--- config.mk ---
export PLATFORM = sky130hd
export DESIGN_NAME = delay_latency_ctrl
export DESIGN_NICKNAME = d
export VERILOG_FILES = /design/src/rtl/delay_ctrl_pkg.sv /design/src/rtl/delayfifo.sv /design/src/rtl/delay_latency_ctrl.sv
export SDC_FILE = /design/constraint.sdc
export NUM_CORES = 1
export LEC_CHECK = 0
export BUFFER_PORTS_ARGS = -buffer_cell sky130_fd_sc_hd__clkbuf_2
export CAP_MARGIN = 10
export CELL_PAD_IN_SITES_DETAIL_PLACEMENT = 2
export CELL_PAD_IN_SITES_GLOBAL_PLACEMENT = 2
export CORE_UTILIZATION = 43
export DETAILED_ROUTE_END_ITERATION = 8
export GPL_ROUTABILITY_DRIVEN = 0
export PLACE_DENSITY = 0.8
export SYNTH_ARGS = -nofsm -noshare
export SYNTH_HDL_FRONTEND = slang
export SYNTH_SLANG_ARGS = --single-unit
--- constraint.sdc ---
create_clock -name clk -period 3 [get_ports clk]
set_input_delay 0.6 -clock clk [delete_from_list [all_inputs] [get_ports clk]]
set_output_delay 0.6 -clock clk [all_outputs]
set_load 0.02 [all_outputs]
--- src/rtl/delay_ctrl_pkg.sv ---
// Shared types and helpers for the delay-line latency controller.
package delay_ctrl_pkg;

    typedef enum logic [1:0] {
        RUN     = 2'd0,
        PENDING = 2'd1,
        SETTLE  = 2'd2
    } delay_ctrl_state_e;

    // Cycles needed after a latency change before the delay line output is trustworthy.
    function automatic int unsigned settle_cycles(input int unsigned size, input int unsigned latency);
        return (32'd1 << size) + latency + 32'd1;
    endfunction

endpackage

--- src/rtl/delayfifo.sv ---
// Variable delay line: din reappears on dout latency+1 cycles later, over a 2^SIZE entry memory.
module delayfifo #(
    parameter int BIT_WIDTH = 8,
    parameter int SIZE      = 5
) (
    input  logic                 clk,
    input  logic                 reset,
    input  logic [SIZE-1:0]      latency,
    input  logic [BIT_WIDTH-1:0] din,
    output logic [BIT_WIDTH-1:0] dout
);

    localparam int DEPTH = 1 << SIZE;

    logic [BIT_WIDTH-1:0] mem_r [DEPTH];
    logic [SIZE-1:0]      wr_ptr_r;
    logic [SIZE-1:0]      rd_ptr_s;
    logic [BIT_WIDTH-1:0] dout_r;

    assign rd_ptr_s = wr_ptr_r - latency;
    assign dout     = dout_r;

    // Sample memory; never cleared, stale contents are hidden by the controller's mute window
    always_ff @(posedge clk) begin
        mem_r[wr_ptr_r] <= din;
    end

    // Write pointer and read register; zero latency bypasses the memory to avoid a same-cycle read
    always_ff @(posedge clk) begin
        if (reset) begin
            wr_ptr_r <= {SIZE{1'b0}};
            dout_r   <= {BIT_WIDTH{1'b0}};
        end else begin
            wr_ptr_r <= wr_ptr_r + {{(SIZE-1){1'b0}}, 1'b1};
            if (latency == {SIZE{1'b0}}) begin
                dout_r <= din;
            end else begin
                dout_r <= mem_r[rd_ptr_s];
            end
        end
    end

endmodule

--- src/rtl/delay_latency_ctrl.sv ---
// Latency controller around a delayfifo: accepts latency changes and blanks the output while it settles.
// Build option DELAYCTRL_LINESYNC_EN defers each accepted change to the next line_start.
module delay_latency_ctrl
    import delay_ctrl_pkg::*;
#(
    parameter int                   BIT_WIDTH   = 8,
    parameter int                   SIZE        = 5,
    parameter logic [BIT_WIDTH-1:0] BLANK_VALUE = {BIT_WIDTH{1'b0}}
) (
    input  logic                 clk,
    input  logic                 reset,
    input  logic                 line_start,
    input  logic                 cfg_valid,
    input  logic [SIZE-1:0]      cfg_latency,
    output logic                 cfg_ready,
    input  logic [BIT_WIDTH-1:0] in,
    output logic [BIT_WIDTH-1:0] out,
    output logic                 out_valid,
    output logic [SIZE-1:0]      active_latency,
    output logic                 busy
);

    localparam int CNT_W = SIZE + 2;
    localparam logic [CNT_W-1:0] CNT_RESET = CNT_W'(settle_cycles(SIZE, 32'd0) - 32'd1);

    delay_ctrl_state_e    state_r, state_nxt_s;
    logic [CNT_W-1:0]     settle_cnt_r;
    logic [CNT_W-1:0]     cnt_load_s;
    logic [SIZE-1:0]      active_latency_r;
    logic [SIZE-1:0]      pending_latency_r;
    logic [SIZE-1:0]      apply_lat_s;
    logic                 apply_s;
    logic                 capture_s;
    logic                 mute_s;
    logic [BIT_WIDTH-1:0] dly_out_s;
    logic [BIT_WIDTH-1:0] out_r;
    logic                 out_valid_r;

`ifndef DELAYCTRL_LINESYNC_EN
    logic unused_line_start_s;
    assign unused_line_start_s = line_start;
`endif

    assign cnt_load_s     = CNT_W'(settle_cycles(SIZE, 32'(apply_lat_s)) - 32'd1);
    assign mute_s         = (state_r == SETTLE);
    assign cfg_ready      = (state_r == RUN);
    assign busy           = (state_r != RUN);
    assign active_latency = active_latency_r;
    assign out            = out_r;
    assign out_valid      = out_valid_r;

    delayfifo #(
        .BIT_WIDTH (BIT_WIDTH),
        .SIZE      (SIZE)
    ) u_delayfifo (
        .clk     (clk),
        .reset   (reset),
        .latency (active_latency_r),
        .din     (in),
        .dout    (dly_out_s)
    );

    // Next state, request capture and latency apply decisions
    always_comb begin
        state_nxt_s = state_r;
        capture_s   = 1'b0;
        apply_s     = 1'b0;
        apply_lat_s = pending_latency_r;
        case (state_r)
            RUN: begin
                if (cfg_valid && (cfg_latency != active_latency_r)) begin
                    capture_s = 1'b1;
`ifdef DELAYCTRL_LINESYNC_EN
                    state_nxt_s = PENDING;
`else
                    state_nxt_s = SETTLE;
                    apply_s     = 1'b1;
                    apply_lat_s = cfg_latency;
`endif
                end else begin
                    state_nxt_s = RUN;
                end
            end
            PENDING: begin
`ifdef DELAYCTRL_LINESYNC_EN
                if (line_start) begin
                    state_nxt_s = SETTLE;
                    apply_s     = 1'b1;
                end else begin
                    state_nxt_s = PENDING;
                end
`else
                state_nxt_s = SETTLE;
                apply_s     = 1'b1;
`endif
            end
            SETTLE: begin
                if (settle_cnt_r == {CNT_W{1'b0}}) begin
                    state_nxt_s = RUN;
                end else begin
                    state_nxt_s = SETTLE;
                end
            end
            default: begin
                // Illegal encoding: re-enter a full mute window with the last captured latency
                state_nxt_s = SETTLE;
                apply_s     = 1'b1;
            end
        endcase
    end

    // FSM state, latency registers and settle counter
    always_ff @(posedge clk) begin
        if (reset) begin
            state_r           <= SETTLE;
            settle_cnt_r      <= CNT_RESET;
            active_latency_r  <= {SIZE{1'b0}};
            pending_latency_r <= {SIZE{1'b0}};
        end else begin
            state_r <= state_nxt_s;
            if (capture_s) begin
                pending_latency_r <= cfg_latency;
            end
            if (apply_s) begin
                active_latency_r <= apply_lat_s;
                settle_cnt_r     <= cnt_load_s;
            end else if ((state_r == SETTLE) && (settle_cnt_r != {CNT_W{1'b0}})) begin
                settle_cnt_r <= settle_cnt_r - {{(CNT_W-1){1'b0}}, 1'b1};
            end
        end
    end

    // Output register: blanking value while muted, delayed sample otherwise
    always_ff @(posedge clk) begin
        if (reset || mute_s) begin
            out_r       <= BLANK_VALUE;
            out_valid_r <= 1'b0;
        end else begin
            out_r       <= dly_out_s;
            out_valid_r <= 1'b1;
        end
    end

endmodule

==> impl_results.md <==
* Slowest cell on the critical path: fa_2
* Family with the most delay on the worst path: multiplexers
* Max Freq at 334 MHz
* Setup Skew at 17.5 ps
* Worst path required time at ~3400 ps
* Final worst setup slack at 7.95 ps
* CTS Root Cell: clkbuf_16
* Leak at 4.38 nW
* Most common cell after layout, fill and taps aside: edfxtp_1
* Mux share of post-synthesis cell area at 0.162
* Worst setup SP type: register
* Main combinational cell family by area after synthesis: multiplexers
* CP Buf/Inv Count at 3
* Synth Area in Adders at 0.0126
* Synth top area cells: edfxtp_1, mux4_2, dfxtp_1
* Count of non-filler cells in the finished layout at 1,024
* Initial DRC count at between 400 and 500
* Seq/Total Area, Yosys at 0.728
* Cell mode on critical path: mux4_2
* Cell Chain, Critical Path: inv_1, ha_4, fa_2, buf_4, buf_12, mux4_2, mux4_2, nand3_1, nand4_1
* Cts hold-fix bufs at 0
* Crit end category: register
* Peak supply drop at between 0.3 and 0.4 mV
* Vias in the first global route at 6,584
* DIE AREA at 27,500 um^2
* Area grow syn2layout at 14.5%
* Final Setup Violations at 0
* Later-pin clock latency in the skew report at 560 ps
* Peak fanout along the critical path at 14
* Vias per cell at 5.76
* Final hold violation count at 0
* Leading area contributor after synthesis: edfxtp_1
* Worst slack at placement at 66.8 ps
* Layout net count at 694
* Initial antenna violation count at 0
* Total CTS buffers at 30
* First-pass iteration count of the detailed router at 7
* Min-delay worst type: in -> reg
* Power Density at 740 nW/um^2
* Syn Area/Cell at 19.1 um^2
* Fin. max-slew vios at 0
* Critical Path AT at 3380 ps
* Avg WL per Cell at between 30 and 40 um
* Final HPWL DP at 20,300 um
* GRT overflow at 0
* Worst hold start: cfg_latency[4]
* Share of cells above drive strength 1 at 0.289
* Initial core utilization at 0.440
* Die Ht at between 150 and 200 um
* Failing checks: DRC
* Post-Route WL at 31,500 um
* Post-layout instance area at 13,200 um^2
* CP Launch Point: u_delayfifo.wr_ptr_r[0]
* Remaining DRCs at 8
* Total power at around 9.8 mW
* Post-synth ARST share at 0
* First-pass GRT wire length at 46,100 um
* Critical R2R Launch: u_delayfifo.wr_ptr_r[0]
* Post-synthesis simple-gate area fraction at 0.0559
* Max_slew headroom at 0.216
* Placed Area at ~12,000 um^2
* Post-synthesis cell count at about 610
* FF+latch count, synth at 291
* Max-cap violations at 0
* Unique masters post-synth at 39
* Worst path max stage delay at 590 ps
* Total Routing Usage GR at 0.232
* Clock Path Buffers at 3
* # clock sinks at 291
* Remaining antenna violation count at 0
* Worst-margin pin slew at 1170 ps
* XOR/XNOR share of the synthesized area at 0.0158
* Post-synth net total at 633
* Tcrit/Tclk final at 0.997
* Area share of the largest cell type after synthesis at 0.667
* Most frequent cells in the layout: edfxtp_1, mux4_2, nor2_1
* IO Count at 33
* Vias at 5,900
* Synth Warn # at 0
* Synth Area in Compound Gates at 0.00933
* Placeable core region at 26,200 um^2
* Number of synthesized flops with an enable pin at 256
* Htree depth at 1
* Largest net degree at the start of global routing at 34
* Critical path class: reg -> reg
* Port Buffers at 31
* Placed insts at 962
* Synthesized area at 11,500 um^2
* CTS tree: yes
* Status: finished with violations
* Rows at 59
* Die width at ~170 um
* Primary FF master, synth: edfxtp_1
* Reg clk slew, reported paths at 70 ps
* N_diodes at 0
* Post-layout min period at 2990 ps
flip-flops by register name (all words and copies together) (netlist names):
name                  cells
out                       8
out_valid                 1
state_r                   1
u_delayfifo.mem_r       256
active_latency            5
u_delayfifo.wr_ptr_r      5
settle_cnt_r              7
u_delayfifo.dout          8
synth_stat cells (all sizes together), types with 2 or more instances:
master	number
inv	10
mux4	72
buf	12
mux2i	7
clkbuf	17
edfxtp	256
xnor2	11
nand4	8
o21ai	2
ha	10
nand2	18
and2	8
nand2b	9
dfxtp	35
or2	2
nor2b	2
nor4	3
mux2	16
o21a	2
nor2	50
xor2	9
a21oi	5
nand3	28
nor3	3
or3	2
layout make-up:
type | instances | area, um^2
clock buffers | 47 | 896
multi-input cells | 275 | 2970
inverters | 10 | 37.5
clock inverters | 8 | 51.3
flip-flops and latches | 291 | 8390
well taps | 335 | 419
repair buffers | 58 | 443
fillers | 2285 | 13000
worst reg2reg max path: cells and delay by family, from the launching register on:
family / cells / cell delay, ps
adders and majority gates: 2 / 780
and+or+nand+nor: 2 / 300
muxes: 2 / 900
DFF: 1 / 350
buffers and inverters: 3 / 480
cells by family after synthesis:
kind of cell,count (synthesis)
compound gates,13
xor+xnor,20
fa+ha+maj,11
buf+inv,39
flops,291
mux,95
simple gates,136
path summary, 6_finish.rpt:
| path | depth (start not counted) | end | slack, ps |
|---|---|---|---|
| setup / recovery | 9 | u_delayfifo.dout[2] | 8 |
| hold / removal | 3 | settle_cnt_r[4] | 370 |
| setup reg to reg | 9 | u_delayfifo.dout[2] | 8 |
| hold reg to reg | 1 | out[3] | 440 |
metrics by stage:
stage / setup TNS, ps / hold WS, ps / utilization
floorplan: 0 / 406 / -
global placement: 0 / 427 / 0.464
detailed placement: 0 / 422 / 0.464
CTS: 0 / 359 / 0.501
global route: -20.5 / 381 / 0.504
finish: 0 / 369 / 0.504
per-layer routing:
layer  vias up  routed length, um  part of all wire  track usage
li1       2526                  -                 -            -
met5         -                  0                 0            0
met4         0                798             0.025       0.0691
met1      3157              13000              0.41        0.295
met3        51               1300             0.041       0.0317
met2       166              16400              0.52        0.415
power breakdown:
part	leakage (nW)	internal, mW	switching (mW)	total (mW)
Combinational	1.31	0.681	0.864	1.55
Sequential	2.60	4.54	0.0901	4.63
Clock	0.469	2.05	1.54	3.59
timing repair:
item	4_1_cts	5_1_grt
setup buffers	1	4
endpoints found under the setup margin	1	2
pin swaps	1	1
cloned	0	2
gates resized for setup	0	1
Note: power is estimated with default switching activity, not from simulation.
